File: src/rtl/cache_ctrl_fsm_p.sv
// Direct-mapped cache controller FSM: hit service, dirty write-back, line refill
// and whole-cache flush, with per-line valid/dirty bits held internally.
module cache_ctrl_fsm_p #(
  parameter int WORDS_PER_LINE = 16,
  parameter int NUM_LINES      = 8,
  localparam int OFF_W         = $clog2(WORDS_PER_LINE),
  localparam int IDX_W         = $clog2(NUM_LINES)
) (
  input  logic             clk,
  input  logic             rst,
  input  logic             cs,
  input  logic             wr_rd,
  input  logic [IDX_W-1:0] index,
  input  logic             hit,
  input  logic             mem_ack,
  input  logic             flush_req,
  output logic             rdy,
  output logic [IDX_W-1:0] line_idx,
  output logic [OFF_W-1:0] addr_offset,
  output logic             memstrb,
  output logic             wr_rd_sdram,
  output logic             mux_sel,
  output logic             demux_sel,
  output logic             wen_sram,
  output logic             tag_we,
  output logic             valid_out,
  output logic             dirty_out,
  output logic             flush_done
);

  typedef enum logic [2:0] {
    IDLE, WRITE_HIT, READ_HIT, MISS, WRITEBACK, REFILL, FLUSH_SCAN
  } state_t;

  state_t               state_reg, state_next;
  logic                 req_wr_reg, req_wr_next;
  logic [IDX_W-1:0]     req_idx_reg, req_idx_next;
  logic [OFF_W-1:0]     offset_reg, offset_next;
  logic [IDX_W-1:0]     ptr_reg, ptr_next;
  logic                 flush_path_reg, flush_path_next;
  logic                 memstrb_reg, memstrb_next;
  logic [NUM_LINES-1:0] valid_reg, valid_next;
  logic [NUM_LINES-1:0] dirty_reg, dirty_next;

  logic [IDX_W-1:0]     cur_line;
  logic                 complete;
  logic                 last_word;

  always_ff @(posedge clk or posedge rst) begin
    if (rst) begin
      state_reg      <= IDLE;
      req_wr_reg     <= 1'b0;
      req_idx_reg    <= '0;
      offset_reg     <= '0;
      ptr_reg        <= '0;
      flush_path_reg <= 1'b0;
      memstrb_reg    <= 1'b0;
      valid_reg      <= '0;
      dirty_reg      <= '0;
    end else begin
      state_reg      <= state_next;
      req_wr_reg     <= req_wr_next;
      req_idx_reg    <= req_idx_next;
      offset_reg     <= offset_next;
      ptr_reg        <= ptr_next;
      flush_path_reg <= flush_path_next;
      memstrb_reg    <= memstrb_next;
      valid_reg      <= valid_next;
      dirty_reg      <= dirty_next;
    end
  end

  // The flush path addresses lines through the scan pointer, requests through req_idx.
  assign cur_line  = flush_path_reg ? ptr_reg : req_idx_reg;
  assign complete  = memstrb_reg & mem_ack;
  assign last_word = (offset_reg == OFF_W'(WORDS_PER_LINE - 1));

  assign line_idx    = cur_line;
  assign addr_offset = offset_reg;
  assign memstrb     = memstrb_reg;
  assign valid_out   = valid_reg[cur_line];
  assign dirty_out   = dirty_reg[cur_line];

  always_comb begin
    state_next      = state_reg;
    req_wr_next     = req_wr_reg;
    req_idx_next    = req_idx_reg;
    offset_next     = offset_reg;
    ptr_next        = ptr_reg;
    flush_path_next = flush_path_reg;
    memstrb_next    = 1'b0;
    valid_next      = valid_reg;
    dirty_next      = dirty_reg;
    rdy             = 1'b0;
    wr_rd_sdram     = 1'b0;
    mux_sel         = 1'b0;
    demux_sel       = 1'b0;
    wen_sram        = 1'b0;
    tag_we          = 1'b0;
    flush_done      = 1'b0;

    case (state_reg)
      IDLE: begin
        rdy = 1'b1;
        if (cs) begin
          req_wr_next  = wr_rd;
          req_idx_next = index;
          if (hit && valid_reg[index]) state_next = wr_rd ? WRITE_HIT : READ_HIT;
          else                         state_next = MISS;
        end else if (flush_req) begin
          ptr_next        = '0;
          flush_path_next = 1'b1;
          state_next      = FLUSH_SCAN;
        end
      end
      WRITE_HIT: begin
        wen_sram                = 1'b1;
        dirty_next[req_idx_reg] = 1'b1;
        state_next              = IDLE;
      end
      READ_HIT: begin
        demux_sel  = 1'b1;
        state_next = IDLE;
      end
      MISS: begin
        offset_next = '0;
        if (valid_reg[req_idx_reg] && dirty_reg[req_idx_reg]) state_next = WRITEBACK;
        else                                                  state_next = REFILL;
      end
      WRITEBACK: begin
        wr_rd_sdram  = 1'b1;
        memstrb_next = ~complete;
        if (complete) begin
          offset_next = offset_reg + 1'b1;
          if (last_word) begin
            dirty_next[cur_line] = 1'b0;
            state_next           = flush_path_reg ? FLUSH_SCAN : REFILL;
          end
        end
      end
      REFILL: begin
        mux_sel      = 1'b1;
        wen_sram     = complete;
        memstrb_next = ~complete;
        if (complete) begin
          offset_next = offset_reg + 1'b1;
          if (last_word) begin
            tag_we                  = 1'b1;
            valid_next[req_idx_reg] = 1'b1;
            dirty_next[req_idx_reg] = 1'b0;
            state_next              = req_wr_reg ? WRITE_HIT : READ_HIT;
          end
        end
      end
      FLUSH_SCAN: begin
        if (valid_reg[ptr_reg] && dirty_reg[ptr_reg]) begin
          offset_next = '0;
          state_next  = WRITEBACK;
        end else if (ptr_reg == IDX_W'(NUM_LINES - 1)) begin
          flush_done      = 1'b1;
          flush_path_next = 1'b0;
          ptr_next        = '0;
          state_next      = IDLE;
        end else begin
          ptr_next = ptr_reg + 1'b1;
        end
      end
      default: state_next = IDLE;
    endcase
  end

endmodule
File: config.mk
export PLATFORM = sky130hd
export DESIGN_NAME = cache_ctrl_fsm_p
export DESIGN_NICKNAME = d
export VERILOG_FILES = /design/src/rtl/cache_ctrl_fsm_p.sv
export SDC_FILE = /design/constraint.sdc
export NUM_CORES = 1
export LEC_CHECK = 0
export CAP_MARGIN = 15
export CELL_PAD_IN_SITES_DETAIL_PLACEMENT = 1
export CELL_PAD_IN_SITES_GLOBAL_PLACEMENT = 1
export CORE_UTILIZATION = 35
export CTS_BUF_LIST = sky130_fd_sc_hd__clkbuf_8
export CTS_CLUSTER_SIZE = 14
export DETAILED_ROUTE_END_ITERATION = 10
export HOLD_SLACK_MARGIN = 0.03
export PLACE_DENSITY_LB_ADDON = 0.1
export REMOVE_ABC_BUFFERS = 1
export SYNTH_ARGS = -nofsm -noshare
export SYNTH_HDL_FRONTEND = slang
export SYNTH_SLANG_ARGS = --single-unit
File: constraint.sdc
create_clock -name clk -period 2.15 [get_ports clk]
set_input_delay 0.43 -clock clk [delete_from_list [all_inputs] [get_ports clk]]
set_output_delay 0.43 -clock clk [all_outputs]
set_load 0.05 [all_outputs]
=== Word-level counts from Yosys, hierarchy flattened ===
Cells that the tools add are included.

* Bits in registers: 32
* Bits of input ports: 10
* Output and inout port bits: 17

* $add $sub $neg: 2
* Order comparisons: 6
* Equality and inequality tests: 20
* Mux-type cells: 63
* Bitwise gates (word level): 8
* Reduce and logical (&&, ||, !) cells: 17

{| class="wikitable"
|+ Operators by type and width
! kind !! count
|-
| 3-bit two-way mux || 13
|-
| 8-bit two-way mux || 4
|-
| 1-bit two-way mux || 25
|-
| 8-bit one-hot mux with 3 select lines || 1
|-
| 1-bit binary-select mux with 3-bit select || 7
|-
| 2-bit inequality test (second input constant) || 9
|-
| 8-bit bitwise AND || 2
|-
| 3-bit by 4-bit < comparator with 1-bit output (second input constant) || 4
|-
| 8-bit inverter || 2
|-
| 8-bit bitwise OR || 2
|-
| 3-bit one-hot mux with 5 select lines || 1
|-
| 3-bit == test (second input constant) || 4
|-
| 4-bit one-hot mux with 3 select lines || 1
|-
| 5-bit AND reduction || 2
|-
| 2-bit two-way mux || 4
|-
| 4-bit two-way mux || 2
|-
| 1-bit demux with 3-bit select || 2
|-
| 3-bit by 2-bit == test with 1-bit output (second input constant) || 2
|-
| 3-bit by 1-bit >= comparator with 1-bit output (second input constant) || 2
|-
| 3-bit inequality test (second input constant) || 2
|-
| 3-bit one-hot mux with 2 select lines || 1
|-
| 3-bit AND reduction || 2
|-
| 6-bit AND reduction || 1
|-
| 3-bit nonzero test || 2
|-
| other kinds (14) || 19
|}

=== Longest topological paths before layout ===
Gate-level depths: netlist of the first run.

* Depth in word-level cells: 10
* Gate-level depth with buffers: 8

=== Least setup slack after synthesis of the first run ===
No wires, ideal clock.

* Kind: register -> output
* From: register offset_reg[0] (netlist: addr_offset[0])
* To: output port tag_we
* Arrival: 2.114 ns
* Setup slack: -0.394 ns
* Cell stages (with the launch flop): 5
* Path buffers: 0
* Path through: dfrtp_1 -> ha_1 -> and3_1 -> nand2_1 -> nor2_1

* Longest elaborated chain between the ends: 4

{| class="wikitable"
|+ Ends and longest elaborated chain
! what !! line !! text
|-
| start: declaration || 38 || <nowiki>logic [OFF_W-1:0] offset_reg, offset_next;</nowiki>
|-
| start signal: assignment || 64 || <nowiki>offset_reg <= offset_next;</nowiki>
|-
| 4-bit == test || 76 || <nowiki>assign last_word = (offset_reg == OFF_W'(WORDS_PER_LINE - 1));</nowiki>
|-
| 1-bit two-way mux || 147 || <nowiki>if (last_word) begin</nowiki>
|-
| 1-bit two-way mux || 145 || <nowiki>if (complete) begin</nowiki>
|-
| 1-bit two-way mux || 102 || <nowiki>case (state_reg)</nowiki>
|-
| end: declaration || 25 || <nowiki>output logic tag_we,</nowiki>
|}

Every way passes these cells.

=== Worst setup path after layout of the first run ===
* From: register ptr_reg[0]
* To: output port flush_done

* Longest elaborated chain between the ends: 5
* Elaborated cells between the ends (all ways): 9

{| class="wikitable"
|+ Ends and longest elaborated chain
! what !! line !! text
|-
| start: declaration || 39 || <nowiki>logic [IDX_W-1:0] ptr_reg, ptr_next;</nowiki>
|-
| start signal: assignment || 65 || <nowiki>ptr_reg <= ptr_next;</nowiki>
|-
| 1-bit binary-select mux with 3-bit select || 156 || <nowiki>if (valid_reg[ptr_reg] && dirty_reg[ptr_reg]) begin</nowiki>
|-
| 1-bit two-way mux (not written as such) || 156 ||
|-
| 1-bit logical AND || 156 ||
|-
| 1-bit two-way mux * || 156 ||
|-
| 1-bit two-way mux * || 102 ||
|-
| end: declaration || 28 || <nowiki>output logic flush_done</nowiki>
|}

Mark *: on every way between the ends. The rest lies on a longest branch, timed or not. The select of a mux whose other input is x is not followed.

==> results of run 1 <==
-- final cells by class --
cell class,count,share of cell area
Multi-Input combinational cell,217,0.451
Sequential cell,32,0.254
Clock buffer,5,0.0216
Clock inverter,3,0.0122
Tap cell,77,0.0303
Inverter,9,0.0118
Timing Repair Buffer,74,0.219
-- worst max-delay path, cell delays in order, from the launching register on --
cell and delay (ns):
dfrtp_2 0.47, nand3b_1 0.22, a211oi_2 0.28, o32ai_2 0.15
and2b_4 0.19, and2_4 0.16, buf_12 0.14
-- where the power goes --
group / switching [W] / internal [W] / leakage (nW)
registers: 0.000396 / 0.000839 / 0.373
logic: 0.00194 / 0.00146 / 0.997
clock network: 0.000249 / 0.000340 / 0.0593
-- cell families after synthesis --
kind of cell,share of synthesized area
compound gates,0.249
fa+ha+maj,0.0160
buf+inv,0.0582
flops,0.342
mux,0.0887
simple gates,0.246
-- layer usage --
layer / up-vias / track usage / routed length [um]
met5: - / 0 / 0
met3: 17 / 0.0326 / 368
li1: 1148 / - / -
met2: 74 / 0.425 / 4040
met1: 1162 / 0.310 / 3530
met4: 0 / 0.0846 / 211
-- cell usage in the layout (no fill, tap or decap), drive strengths merged, types with 6 or more instances in the layout --
master | netlist | final
buf | 12 | 60
nand2 | 43 | 43
dfrtp | 32 | 32
nand3 | 20 | 20
o21ai | 18 | 18
a21oi | 14 | 14
clkdlybuf4s50 | 0 | 13
nor2 | 13 | 13
inv | 9 | 9
nor3 | 8 | 8
mux2i | 8 | 8
a21o | 7 | 7
and2 | 7 | 7
mux2 | 6 | 6
-- worst paths after layout --
path                                  end  slack, ns  cells past startpoint
max                            flush_done      -0.17                      6
min                        req_idx_reg[0]       0.52                      2
max reg2reg                  state_reg[0]       0.23                      6
min reg2reg                addr_offset[3]       0.58                      2
max in group asynchronous      ptr_reg[0]       1.26                      3
min in group asynchronous    valid_reg[6]       0.54                      3
-- stage by stage --
step | hold slack, ns | TNS [ns] | setup WS [ns] | util | total power [W]
4_1_cts | 0.563 | -0.0986 | -0.0986 | 0.489 | 0.00514
3_5_place_dp | 0.581 | -0.386 | -0.224 | 0.462 | 0.00439
6_report | 0.518 | -0.170 | -0.170 | 0.495 | 0.00523
2_1_floorplan | 0.482 | -5.19 | -0.484 | - | 0.00303
5_1_grt | 0.527 | -0.427 | -0.231 | 0.495 | 0.00556
3_3_place_gp | 0.582 | -0.241 | -0.140 | 0.462 | 0.00436
-- repair_timing --
action,in CTS,in global routing
gates resized for setup,12,5
pin swaps,3,0
setup endpoints to repair,5,6
hold buffers,0,0
buffers inserted,5,3
==> results.py, run 1 <==
metrics = {
    "logic_synthesis": {
        "synth_ff_type": "dfrtp_1",
        "yosysTopAreaCellShare": 0.342,
        "synth_warnings": 0,
        "synth_most_common_cell": "nand2_1",
        "ys_seq_area_frac": 0.342,
        "async_reset_ff_frac": 1.00,
        "synthTopCellsByArea": "dfrtp_1 34%, nand2_1 6.9%, nand3_1 4.3%",
        "synth.distinct_cells": 56,
        "synth-edff-count": 0,
        "synth_area_um2": 2340,
        "synthesis.instances": 280,
        "synth_top_area_cell": "dfrtp_1",
        "ys_ff_latch": 32,
        "syn_avg_cell_area_um2": 8.37,
        "synthTopCellsByCount": "43 x nand2_1, 32 x dfrtp_1, 20 x nand3_1, 16 x o21ai_0, 14 x a21oi_1",
    },
    "clock_network": {
        "cts-root-buf": "clkbuf_8",
        "cts_made_buffers": 5,
        "clk_path_buf_depth": 2,
        "htreeDepth": 2,
        "clk_latency_ns": 0.29,
        "cts_tree": "built",
        "path_clk_slew_ns": 0.07,
        "cts.sinks": 32,
    },
    "sta": {
        "rsz0062_at_grt": "true",
        "setup_violations": 1,
        "finalClockSkew_ns": 0.00837,
        "hold_violations": 0,
        "relSlewSlack": 0.671,
        "max_freq_ghz": 0.431,
        "fin_ws_ns": -0.170,
        "finalMaxSlewViolations": 0,
        "finalCriticalPeriod_ns": 2.32,
        "fin_crit_sh": 1.08,
        "worstMarginPinSlew_ns": 0.492,
    },
    "global_route": {
        "antenna_found_initial": 0,
        "grt.overflow.total": 0,
        "grt_pass1_wl_mm": 13.2,
        "grt_usage": 0.244,
        "grt_max_degree": 33,
        "grt_pass1_vias": 2475,
    },
    "drt": {
        "wl_mm": 8.15,
        "wl_per_cell_um": 19.5,
        "drtPass1Iterations": 8,
        "final_antenna_net_count": 0,
        "vias": 2401,
        "drtIter0Drc": 186,
        "via_per_inst": 5.76,
        "drc": 4,
    },
    "run_status": {
        "outcome": "finished, violations left",
        "violations": "design-rule violations, negative setup slack",
    },
    "layout": {
        "drive_gt1_frac": 0.282,
        "final_cell_area_um2": 3180,
        "fill_cells": 752,
        "area_growth_pct": 35.8,
        "seqCellArea_um2": 808,
        "multi_input_area_um2": 1440,
        "final_cell_count_no_fill": 417,
        "antenna_cells": 0,
        "nets": 352,
    },
    "die": {
        "core_um2": 6420,
        "pin_count": 27,
        "dieArea_um2": 7020,
        "die_x_um": 83.8,
        "rows": 29,
        "fp.dieH_um": 83.8,
        "start_util": 0.365,
    },
    "pwr": {
        "p_per_area_nw_per_um2": 1640,
        "p_leak_nw": 1.43,
        "ir_drop_mv": 0.768,
    },
    "worst_setup_path": {
        "crit_path_start": "ptr_reg[0]",
        "crit_type": "reg -> out",
        "worstReg2RegStart": "valid_reg[2]",
        "end_kind": "output pin",
        "critical_path.startpoint_type": "flop",
        "cp_data_required_time_ns": 1.72,
        "worstPathArrival_ns": 1.89,
        "crit_fanout": 7,
    },
    "placement": {
        "place_area_um2": 2970,
        "dp_hpwl_mm": 5.92,
        "place.gp.congestion": 0.866,
        "place_inst": 401,
        "numPortBuffers": 26,
    },
    "hold_path": {
        "hold_start": "index[0]",
        "hp-class": "in -> reg",
    },
    "run": {
        "maxCapViolations": 0,
    },
}
Note: power is estimated with default switching activity, not from simulation.
==> run 2: changes to the inputs <==
- SLEW_MARGIN: default -> 15
- TNS_END_PERCENT: default -> 10
==> run 2 against run 1 <==
Effect of this change:
- total power shrank 1.8%
- global-route usage shrank 0.15 points
- cell count shrank 1.4%
- the flow still finishes with violations (design-rule violations, negative setup slack)
- register-to-register slack lost 0.11 ns
- critical path depth is the same
- largest power group unchanged
- clock skew shrank 0.00059 ns
- via count shrank 1.5%
- worst setup slack gained 0.017 ns
- critical endpoint unchanged
- count of clock-buffer cells in the layout is the same
- die area is the same
- non-clock buffer count shrank 6
==> results.py, run 2 (synthesis gave the netlist of run 1 again) <==
metrics = {
    "run_status": {
        "outcome": "finished, violations left",
        "violations": "design-rule violations, negative setup slack",
    },
    "die": {
        "pin_count": 27,
        "start_util": 0.365,
        "core_um2": 6420,
        "dieArea_um2": 7020,
        "rows": 29,
        "fp.dieH_um": 83.8,
        "die_x_um": 83.8,
    },
    "clock_network": {
        "clk_path_buf_depth": 2,
        "htreeDepth": 2,
        "hold_buffers": 0,
        "cts_tree": "built",
        "clk_latency_ns": 0.29,
        "cts-root-buf": "clkbuf_8",
        "cts.sinks": 32,
        "path_clk_slew_ns": 0.07,
        "cts_made_buffers": 5,
    },
    "layout": {
        "final_util": 0.489,
        "antenna_cells": 0,
        "drive_gt1_frac": 0.269,
        "nets": 346,
        "layout_common_cells": "44 x buf_4, 43 x nand2_1, 26 x dfrtp_1",
        "area_growth_pct": 34.1,
        "multi_input_area_um2": 1440,
        "fill_cells": 754,
        "layout_commonest_cell": "buf_4",
        "seqCellArea_um2": 808,
    },
    "drt": {
        "wl_mm": 8.01,
        "wl_per_cell_um": 19.5,
        "via_per_inst": 5.75,
        "drtPass1Iterations": 8,
        "vias": 2365,
        "final_antenna_net_count": 0,
        "drtIter0Drc": 190,
        "drc": 4,
    },
    "sta": {
        "fin_tns_setup_ns": -0.185,
        "setup_violations": 4,
        "fin_crit_sh": 1.07,
        "finalMaxSlewViolations": 0,
        "rsz0062_at_grt": "true",
        "fin_ws_ns": -0.153,
        "max_freq_ghz": 0.434,
        "relSlewSlack": 0.671,
        "finalClockSkew_ns": 0.00778,
        "hold_violations": 0,
        "finalCriticalPeriod_ns": 2.30,
        "worstMarginPinSlew_ns": 0.492,
    },
    "worst_setup_path": {
        "cp_data_required_time_ns": 1.72,
        "crit_type": "reg -> out",
        "crit_fanout": 7,
        "critical_path.startpoint_type": "flop",
        "end_kind": "output pin",
        "worstPathArrival_ns": 1.87,
        "reg2reg_slack_ns": 0.12,
    },
    "global_route": {
        "grt_max_degree": 33,
        "grt.overflow.total": 0,
        "grt_pass1_vias": 2443,
        "grt_pass1_wl_mm": 13.0,
        "grt_usage": 0.243,
        "antenna_found_initial": 0,
    },
    "pwr": {
        "power_w": 0.00513,
        "p_leak_nw": 1.40,
        "p_per_area_nw_per_um2": 1630,
        "ir_drop_mv": 0.774,
    },
    "placement": {
        "place.gp.congestion": 0.866,
        "numPortBuffers": 26,
        "dp_hpwl_mm": 5.92,
        "post-place-ws_ns": -0.224,
    },
    "run": {
        "maxCapViolations": 0,
    },
    "hold_path": {
        "hp-class": "in -> reg",
    },
}
-- run 2: layout make-up --
class                           count  share of cell area
Clock buffer                        5              0.0219
Clock inverter                      3              0.0124
Inverter                            9              0.0120
Multi-Input combinational cell    217               0.457
Sequential cell                    32               0.257
Tap cell                           77              0.0307
Timing Repair Buffer               68               0.209
-- run 2: worst paths after layout --
path,start,cells past startpoint,endpoint
max,ptr_reg[0],6,flush_done
min reg2reg,addr_offset[3],2,addr_offset[3]
max in group asynchronous,rst,3,flush_path_reg
min,index[0],2,req_idx_reg[0]
min in group asynchronous,rst,3,req_idx_reg[2]
max reg2reg,state_reg[1],6,dirty_reg[4]
-- run 2: where the power goes --
part           leakage [nW]  internal (W)  total (W)  switching (W)
Combinational         0.972       0.00140    0.00331        0.00191
Clock                0.0593      0.000339   0.000582       0.000243
Sequential            0.373      0.000839    0.00124       0.000400
Total                  1.40       0.00258    0.00513        0.00255
-- run 2: stage by stage --
stage / area, um2 / std cells / hold WS, ns
2_1_floorplan: 2240 / 258 / 0.482
6_report: 3140 / 411 / 0.520
3_5_place_dp: 2970 / 401 / 0.581
4_1_cts: 3110 / 411 / 0.563
3_3_place_gp: 2970 / 401 / 0.582
5_1_grt: 3140 / 411 / 0.516
-- run 2: per-layer routing --
layer  wire length (um)  vias up  global-route usage
met5                  0        -                   0
met4                123        0              0.0784
met3                337       10              0.0455
met2               4070       65               0.426
met1               3480     1150               0.299
li1                   -     1140                   -
-- run 2: timing repair --
item / CTS / global route
endpoints found under the setup margin: 5 / 7
pin swaps: 3 / 0
cloned: 0 / 0
setup buffers: 2 / 0
gates resized for setup: 10 / 8
-- run 2: worst max-delay path: stages, from the launching register on --
cell and delay [ns]:
dfrtp_2 0.46, nand3b_1 0.22, a211oi_2 0.28, o32ai_2 0.15
and2b_4 0.19, and2_4 0.16, buf_12 0.14
